File: src/rtl/glb_arb_pkg.sv
// Shared types for the GLB port arbiter: requester ids and their count.
package glb_arb_pkg;

  localparam int NUM_REQ = 4;

  typedef enum logic [1:0] {
    REQ_IFMAP  = 2'd0,
    REQ_FILTER = 2'd1,
    REQ_IPSUM  = 2'd2,
    REQ_OPSUM  = 2'd3
  } req_id_e;

  typedef logic [1:0] req_id_t;

endpackage

File: src/rtl/glb_port_arbiter_rr.sv
// Generic 4-way round-robin picker. Searches from ptr upward (wrapping) over
// req & mask and returns a one-hot grant plus the pointer just past the winner.
// With nothing eligible, gnt is zero and next_ptr echoes ptr.
module rr_arbiter4 (
  input  logic [3:0] req,
  input  logic [3:0] mask,
  input  logic [1:0] ptr,
  output logic [3:0] gnt,
  output logic [1:0] next_ptr
);

  logic [3:0] eligible;
  assign eligible = req & mask;

  // first eligible index at or after ptr wins
  always_comb begin
    logic       found;
    logic [1:0] idx;
    gnt      = '0;
    next_ptr = ptr;
    found    = 1'b0;
    idx      = ptr;
    for (int k = 0; k < 4; k++) begin
      idx = ptr + 2'(k);
      if (!found && eligible[idx]) begin
        gnt[idx] = 1'b1;
        next_ptr = idx + 2'd1;
        found    = 1'b1;
      end
    end
  end

endmodule

File: src/rtl/glb_port_arbiter.sv
// GLB port arbiter: one GLB access per cycle shared by ifmap/filter/ipsum
// readers and the opsum writer. Round-robin with optional opsum-first
// priority; read data returned one cycle after the grant with a per-reader
// valid. Optional perf counters under GLB_PORT_ARBITER_PERF_CNT_EN.
module glb_port_arbiter
  import glb_arb_pkg::*;
#(
  parameter int ADDR_WIDTH     = 20,
  parameter int DATA_WIDTH     = 16,
  parameter int OPSUM_PRIORITY = 1
) (
`ifdef GLB_PORT_ARBITER_PERF_CNT_EN
  input  logic                          clr_cnt,
  output logic [NUM_REQ-1:0][31:0]      grant_cnt,
  output logic [31:0]                   conflict_cnt,
`endif
  input  logic                  clk,
  input  logic                  reset,
  input  logic                  ifmap_req,
  input  logic [ADDR_WIDTH-1:0] ifmap_addr,
  output logic                  ifmap_gnt,
  output logic                  ifmap_rvalid,
  input  logic                  filter_req,
  input  logic [ADDR_WIDTH-1:0] filter_addr,
  output logic                  filter_gnt,
  output logic                  filter_rvalid,
  input  logic                  ipsum_req,
  input  logic [ADDR_WIDTH-1:0] ipsum_addr,
  output logic                  ipsum_gnt,
  output logic                  ipsum_rvalid,
  input  logic                  opsum_req,
  input  logic [ADDR_WIDTH-1:0] opsum_addr,
  input  logic [DATA_WIDTH-1:0] opsum_wdata,
  output logic                  opsum_gnt,
  output logic [DATA_WIDTH-1:0] rdata,
  output logic                  glb_en,
  output logic                  glb_we,
  output logic [ADDR_WIDTH-1:0] glb_addr,
  output logic [DATA_WIDTH-1:0] glb_wdata,
  input  logic [DATA_WIDTH-1:0] glb_rdata
);

  localparam bit PRIO = (OPSUM_PRIORITY != 0);

  logic [NUM_REQ-1:0] req_vec, req_mask, arb_gnt, gnt;
  req_id_t            ptr_q, ptr_d, arb_next;
  logic               ret_vld;
  req_id_t            ret_id;

  assign req_vec = {opsum_req, ipsum_req, filter_req, ifmap_req};

  // opsum-first: a pending write masks every reader, otherwise the writer is masked out
  always_comb begin
    req_mask = 4'b1111;
    if (PRIO) req_mask = opsum_req ? 4'b1000 : 4'b0111;
  end

  rr_arbiter4 u_rr (
    .req      (req_vec),
    .mask     (req_mask),
    .ptr      (ptr_q),
    .gnt      (arb_gnt),
    .next_ptr (arb_next)
  );

  // grants are suppressed for as long as reset is held
  assign gnt = reset ? '0 : arb_gnt;

  assign ifmap_gnt  = gnt[REQ_IFMAP];
  assign filter_gnt = gnt[REQ_FILTER];
  assign ipsum_gnt  = gnt[REQ_IPSUM];
  assign opsum_gnt  = gnt[REQ_OPSUM];

  // pointer moves past the winner; in priority mode opsum grants leave it
  // alone and reader rotation wraps 2 -> 0
  always_comb begin
    ptr_d = ptr_q;
    if (|gnt && !(PRIO && gnt[REQ_OPSUM])) begin
      ptr_d = (PRIO && arb_next == REQ_OPSUM) ? req_id_t'(REQ_IFMAP) : arb_next;
    end
  end

  // priority pointer register
  always_ff @(posedge clk or posedge reset) begin
    if (reset) ptr_q <= REQ_IFMAP;
    else       ptr_q <= ptr_d;
  end

  // GLB request mux; idle cycles drive zeros
  always_comb begin
    glb_addr  = '0;
    glb_wdata = '0;
    if (gnt[REQ_IFMAP])  glb_addr = ifmap_addr;
    if (gnt[REQ_FILTER]) glb_addr = filter_addr;
    if (gnt[REQ_IPSUM])  glb_addr = ipsum_addr;
    if (gnt[REQ_OPSUM]) begin
      glb_addr  = opsum_addr;
      glb_wdata = opsum_wdata;
    end
  end

  assign glb_en = |gnt;
  assign glb_we = gnt[REQ_OPSUM];

  // read-return tag: who issued the read that the GLB answers next cycle
  always_ff @(posedge clk or posedge reset) begin
    if (reset) begin
      ret_vld <= 1'b0;
      ret_id  <= REQ_IFMAP;
    end else begin
      ret_vld <= |gnt[REQ_IPSUM:REQ_IFMAP];
      ret_id  <= gnt[REQ_FILTER] ? req_id_t'(REQ_FILTER) :
                 gnt[REQ_IPSUM]  ? req_id_t'(REQ_IPSUM)  : req_id_t'(REQ_IFMAP);
    end
  end

  assign ifmap_rvalid  = ret_vld && (ret_id == REQ_IFMAP);
  assign filter_rvalid = ret_vld && (ret_id == REQ_FILTER);
  assign ipsum_rvalid  = ret_vld && (ret_id == REQ_IPSUM);
  assign rdata         = ret_vld ? glb_rdata : '0;

`ifdef GLB_PORT_ARBITER_PERF_CNT_EN
  logic conflict;
  assign conflict = ($countones(req_vec) >= 2);

  // saturating grant/conflict counters; clear beats a same-cycle increment
  always_ff @(posedge clk or posedge reset) begin
    if (reset) begin
      grant_cnt    <= '0;
      conflict_cnt <= '0;
    end else if (clr_cnt) begin
      grant_cnt    <= '0;
      conflict_cnt <= '0;
    end else begin
      for (int i = 0; i < NUM_REQ; i++) begin
        if (gnt[i] && grant_cnt[i] != 32'hFFFF_FFFF) grant_cnt[i] <= grant_cnt[i] + 32'd1;
      end
      if (conflict && conflict_cnt != 32'hFFFF_FFFF) conflict_cnt <= conflict_cnt + 32'd1;
    end
  end
`endif

endmodule
File: config.mk
export PLATFORM = sky130hd
export DESIGN_NAME = glb_port_arbiter
export DESIGN_NICKNAME = d
export VERILOG_FILES = /design/src/rtl/glb_arb_pkg.sv /design/src/rtl/glb_port_arbiter_rr.sv /design/src/rtl/glb_port_arbiter.sv
export SDC_FILE = /design/constraint.sdc
export NUM_CORES = 1
export LEC_CHECK = 0
export CORE_MARGIN = 1
export CORE_UTILIZATION = 32
export CTS_BUF_LIST = sky130_fd_sc_hd__clkbuf_8
export DETAILED_ROUTE_END_ITERATION = 12
export PLACE_DENSITY = 0.95
export SLEW_MARGIN = 20
export SYNTH_ARGS = -nofsm -noshare
export SYNTH_HDL_FRONTEND = slang
export SYNTH_SLANG_ARGS = --single-unit
File: constraint.sdc
create_clock -name clk -period 5.58 [get_ports clk]
set_input_delay 0.558 -clock clk [delete_from_list [all_inputs] [get_ports clk]]
set_output_delay 0.558 -clock clk [all_outputs]
set_load 0.05 [all_outputs]
# After elaboration in Yosys (flattened, before gate mapping)

Cells that the tools add are included.

Output and inout bits: 61
Register bits: 5
Input bits: 118

Reductions and logical operators: 18
Order comparisons: 8
Bitwise operators: 4
Add/subtract/negate cells: 6
Eq/ne operators: 3
Multiplexer cells: 38

Operator list:

| kind                                                        | count |
|---|---|
| two-way mux 20 bit                                          | 4 |
| two-way mux 16 bit                                          | 2 |
| two-way mux 4 bit                                           | 6 |
| two-way mux 2 bit                                           | 7 |
| less-than comparator 2 x 3 -> 1 bit (second input constant) | 4 |
| bitwise OR 4 bit                                            | 3 |
| logical AND 1 bit                                           | 11 |
| two-way mux 1 bit                                           | 11 |
| adder 2 x 1 -> 2 bit (second input constant)                | 4 |
| binary-select mux 1 bit (select 2 bit)                      | 4 |
| demux 1 bit (select 2 bit)                                  | 4 |
| >= comparator 2 x 1 -> 1 bit (second input constant)        | 4 |
| adder 2 bit (second input constant)                         | 2 |
| AND 4 bit                                                   | 1 |
| == test 2 bit (second input constant)                       | 2 |
| logical NOT 1 bit                                           | 4 |
| OR reduction 4 bit                                          | 1 |
| OR reduction 3 bit                                          | 1 |
| == test 2 x 1 -> 1 bit (second input constant)              | 1 |
| logical NOT 2 bit                                           | 1 |

# Longest topological paths before layout

Depth in word-level cells: 19
Gate-level depth with buffers: 12

# By module

Synthesis repeated with hierarchy kept, for this count alone.

Cells, all modules: 233
Area total of the unflattened synthesis: 1766.7 um^2

Modules (own cells, without submodules):

| module           | area an instance (um^2) | cells an instance | times used |
|---|---|---|---|
| glb_port_arbiter | 1288.7                  | 173               | 1 |
| rr_arbiter4      | 478.0                   | 60                | 1 |

# Worst setup path before layout

No wires, ideal clock.

Kind: reg-to-output
Start: register ptr_q[0]
End: output glb_addr[10]
Arrival: 3.459 ns
Cell stages (with the launch flop): 12
Slack: 1.563 ns
Path through: dfrtp_1 > buf_6 > inv_2 > ha_1 > mux2_2 > nand3_1 > a31oi_2 > a22o_1 > a2111oi_1 > clkbuf_1 > o21ai_0 > o2bb2ai_1

Cells in the longest elaborated chain, start to end: 17
Elaborated cells between the ends (all ways): 52
Those cells by class: 3 x add/sub; 8 x order compare; 28 x mux; 3 x bitwise; 10 x reduce/logical

RTL lines:

| item                                                                         | RTL line                  | RTL |
|---|---|---|
| start, declared                                                              | glb_port_arbiter.sv:46    | `req_id_t ptr_q, ptr_d, arb_next;` |
| start signal, assigned                                                       | glb_port_arbiter.sv:86    | `else ptr_q <= ptr_d;` |
| branches (longest 11 deep; another with less-than comparator 2 x 3 -> 1 bit) | --                        |  |
| two-way mux 4 bit *                                                          | glb_port_arbiter_rr.sv:25 | `if (!found && eligible[idx]) begin` |
| two-way mux 4 bit *                                                          | glb_port_arbiter.sv:67    | `assign gnt = reset ? '0 : arb_gnt;` |
| two-way mux 20 bit                                                           | glb_port_arbiter.sv:93    | `if (gnt[REQ_IFMAP]) glb_addr = ifmap_addr;` |
| two-way mux 20 bit                                                           | glb_port_arbiter.sv:94    | `if (gnt[REQ_FILTER]) glb_addr = filter_addr;` |
| two-way mux 20 bit                                                           | glb_port_arbiter.sv:95    | `if (gnt[REQ_IPSUM]) glb_addr = ipsum_addr;` |
| two-way mux 20 bit *                                                         | glb_port_arbiter.sv:96    | `if (gnt[REQ_OPSUM]) begin` |
| end, declared                                                                | glb_port_arbiter.sv:38    | `output logic [ADDR_WIDTH-1:0] glb_addr,` |

Every way passes the cells marked *. The select of a mux whose other input is x is not followed.

# Final worst setup path

Start: register ptr_q[0]
End: output glb_wdata[10]

Cells in the longest elaborated chain, start to end: 14
Elaborated cells between the ends (all ways): 49
Those cells by class: 3 x add/sub; 8 x order compare; 25 x mux; 3 x bitwise; 10 x reduce/logical

RTL lines:

| item                                                                         | RTL line                  | RTL |
|---|---|---|
| branches (longest 11 deep; another with less-than comparator 2 x 3 -> 1 bit) | --                        |  |
| two-way mux 4 bit *                                                          | glb_port_arbiter_rr.sv:25 |  |
| two-way mux 4 bit *                                                          | glb_port_arbiter.sv:67    |  |
| two-way mux 16 bit *                                                         | glb_port_arbiter.sv:96    |  |
| end, declared                                                                | glb_port_arbiter.sv:39    | `output logic [DATA_WIDTH-1:0] glb_wdata,` |

Marked as above.

==> flow_metrics.env <==
export IMPL_layout_nets=536
export IMPL_placedCellCount=475
export IMPL_wl_met2_um=3840
export IMPL_cts_tree="built"
export IMPL_syn_to_final_growth_pct=110
export IMPL_min_period_ns=5.14
export IMPL_finalPower_mw=2.31
export IMPL_cp_max_fo=25
export IMPL_slew_viol_final=0
export IMPL_status="finished, final reports clean"
export IMPL_grt_usage_pct=26.0
export IMPL_place_gp_congestion=1.02
export IMPL_relSlewSlack_pct=39.9
export IMPL_vias=2582
export IMPL_hold_path_class="primary input to async pin"
export IMPL_setup_violations=0
export IMPL_grt_ovfl_total=0
export IMPL_dpl_hpwl_um=5970
export IMPL_ys_seq_area_share_pct=7.30
export IMPL_synth_edf_count=0
export IMPL_clock_latency_ns=0.22
export IMPL_rsz0062_at_grt="no"
export IMPL_row_count=26
export IMPL_synth_common_cells="o21ai_0, and2_1, inv_1"
export IMPL_finClkSkew_ns=0.00233
export IMPL_cts_hold_buf=0
export IMPL_max_freq_ghz=0.195
export IMPL_ys_top_cells_by_area="and2_1, o311a_1, o21ai_0"
export IMPL_cellLeakagePower_nw=1.41
export IMPL_max_cap_viol_count=0
export IMPL_met1_length_um=3020
export IMPL_setup_tns_ns=0
export IMPL_portBuffers=178
export IMPL_drt_iter0_markers=190
export IMPL_cts_resized=0
export IMPL_synth_cell_types=46
export IMPL_drc_errors=0
export IMPL_drive_above_1_share_pct=4.65
export IMPL_synth_seq_cells=5
export IMPL_start_util_pct=33.3
export IMPL_slowest_delay_ns=0.83
export IMPL_swShare_pct=61.1
export IMPL_sequentialPowerShare_pct=4.1
export IMPL_comb_power_share_pct=93.0
export IMPL_grt_pass1_vias=2316
export IMPL_synth_top_area_cell="and2_1"
export IMPL_vias_per_cell=5.39
export IMPL_final_core_util_pct=69.9
export IMPL_crit_family="buffers and inverters"
export IMPL_crit_path_end_kind="output pin"
export IMPL_die_area_um2=5650
export IMPL_yosysMostFrequentCell="o21ai_0"
export IMPL_ir_drop_v=0.000444
export IMPL_antenna_left=0
export IMPL_cts_buffer_depth=2
export IMPL_power_density_nw_per_um2=643
export IMPL_critPathSlowestCell="clkdlybuf4s50_1"
export IMPL_synthFlopType="dfrtp_1"
export IMPL_finalNonFillerCells=479
export IMPL_postSynthCellCount=246
export IMPL_yosysWarnings=0
export IMPL_yosysTopAreaCellShare_pct=13.1
export IMPL_pin_count=179
export IMPL_path_buf_inv=4
export IMPL_syn_avg_cell_area_um2=6.96
export IMPL_grt_pass1_wl_um=11200
export IMPL_worstPathArrival_ns=4.58
export IMPL_period_share_pct=92.1
export IMPL_required_ns=5.02
export IMPL_die_x_um=75.2
export IMPL_diodes=0
export IMPL_core_um2=5140
export IMPL_p_switching_mw=1.41
export IMPL_cts_max_level=1
export IMPL_drt_first_pass_iters=4
export IMPL_top_layer_used="met4"
export IMPL_worst_slew_pin_transition_ns=0.901
export IMPL_syn_nets=372
export IMPL_cts_buffers_inserted=3
export IMPL_finalHoldViolations=0
export IMPL_p_int_mw=0.898
export IMPL_antenna_found_initial=0
export IMPL_grt_max_degree=34
export IMPL_startpoint_type="register"
export IMPL_routedWlPerCell_um=16.3
export IMPL_pwr_share_clk_pct=2.9
export IMPL_path_cells="inv_2 -> ha_1 -> inv_1 -> o41ai_2 -> a22o_1 -> a211oi_1 -> nor2_2 -> buf_12 -> and2_1 -> clkdlybuf4s50_1"
export IMPL_path_clk_slew_ns=0.04
export IMPL_syn_area_um2=1710
export IMPL_cts_root_buf="clkbuf_8"
export IMPL_totalWireLength_um=7800
export IMPL_critPathKind="register to output pin"
export IMPL_cts_setup_buffers=0
export IMPL_async_flop_share_pct=100
export IMPL_die_h_um=75.2
export IMPL_clock_sinks=5
export IMPL_wl_met3_um=787
-- final timing paths --
path | start | endpoint | slack (ns) | cells after the start
min in group clk | ptr_q[1]$_DFFE_PP0P_ | ptr_q[1]$_DFFE_PP0P_ | 0.90 | 2
worst min register to register | ptr_q[1]$_DFFE_PP0P_ | ptr_q[1]$_DFFE_PP0P_ | 0.90 | 2
worst max-delay path | ptr_q[0]$_DFFE_PP0P_ | glb_wdata[10] | 0.44 | 10
max in group asynchronous | reset | ret_id[1]$_DFF_PP0_ | 4.59 | 2
worst max register to register | ptr_q[0]$_DFFE_PP0P_ | ptr_q[0]$_DFFE_PP0P_ | 1.74 | 8
worst min-delay path | reset | ret_vld$_DFF_PP0_ | 0.79 | 2
-- metrics by stage --
step / cell area, µm² / worst slack [ns] / hold slack, ns
2_1_floorplan: 1710 / 1.56 / 0.529
3_3_place_gp: 3550 / 0.839 / 0.844
3_5_place_dp: 3550 / 0.749 / 0.877
4_1_cts: 3590 / 0.484 / 0.781
5_1_grt: 3590 / 0.219 / 0.823
6_report: 3590 / 0.440 / 0.786
-- routing by layer --
metal  global-route usage [%]  vias to the layer above
met2                     46.4                      156
met5                        0                        -
met1                     31.4                     1159
li1                         -                     1245
met4                     8.44                        0
met3                     4.95                       22
-- logic make-up (layout without fill, tap and decap cells) --
family                   after synthesis  after routing  share of synthesized area, %
adder cells (fa/ha/maj)                8              8                          5.84
AO/OA/AOI/OAI                        106            106                          47.3
flip-flops                             5              5                          7.30
AND/OR/NAND/NOR                       72             72                          24.5
multiplexers                           4              4                          2.78
buffers and inverters                 51            214                          12.3
-- sequential cells by signal (all words and copies together), names as in the netlist --
name / cells
ptr_q: 2
ret_id: 2
ret_vld: 1
-- power by group through the flow --
stage                     registers (mW)  clock network [mW]  logic [mW]
final                             0.0948              0.0661        2.15
after global routing              0.0978              0.0715        2.27
after detailed placement          0.0936                   0        2.13
after floorplan                   0.0690                   0        1.51
after CTS                         0.0934              0.0659        2.14
after global placement            0.0909                   0        2.09
-- layout make-up --
type / instances / area (µm²)
Clock buffer: 3 / 41.3
Sequential cell: 5 / 125
Clock inverter: 1 / 3.75
Multi-Input combinational cell: 190 / 1400
Tap cell: 70 / 87.6
Inverter: 26 / 97.6
Fill cell: 410 / 1550
Timing Repair Buffer: 184 / 1840
-- cell usage in the layout, fill, tap and decap left out, types with 2 or more instances in the layout --
cell type        netlist  final
clkdlybuf4s50_1        0    178
o21ai_0               39     39
and2_1                36     36
inv_1                 25     26
o311a_1               20     20
o2bb2ai_1             20     20
nor2_1                 9      9
ha_1                   8      8
nor3_1                 5      5
nand2_1                5      5
buf_4                  1      5
dfrtp_1                5      5
a22o_1                 4      4
nand3_1                3      3
nand2b_1               3      3
and3b_1                3      3
clkbuf_8               0      3
mux2_2                 2      2
a221o_1                2      2
o31ai_1                2      2
a21oi_1                2      2
nor4_1                 2      2
a32o_1                 2      2
o21ai_1                3      2
No activity file was read; power rests on OpenSTA's default activity.
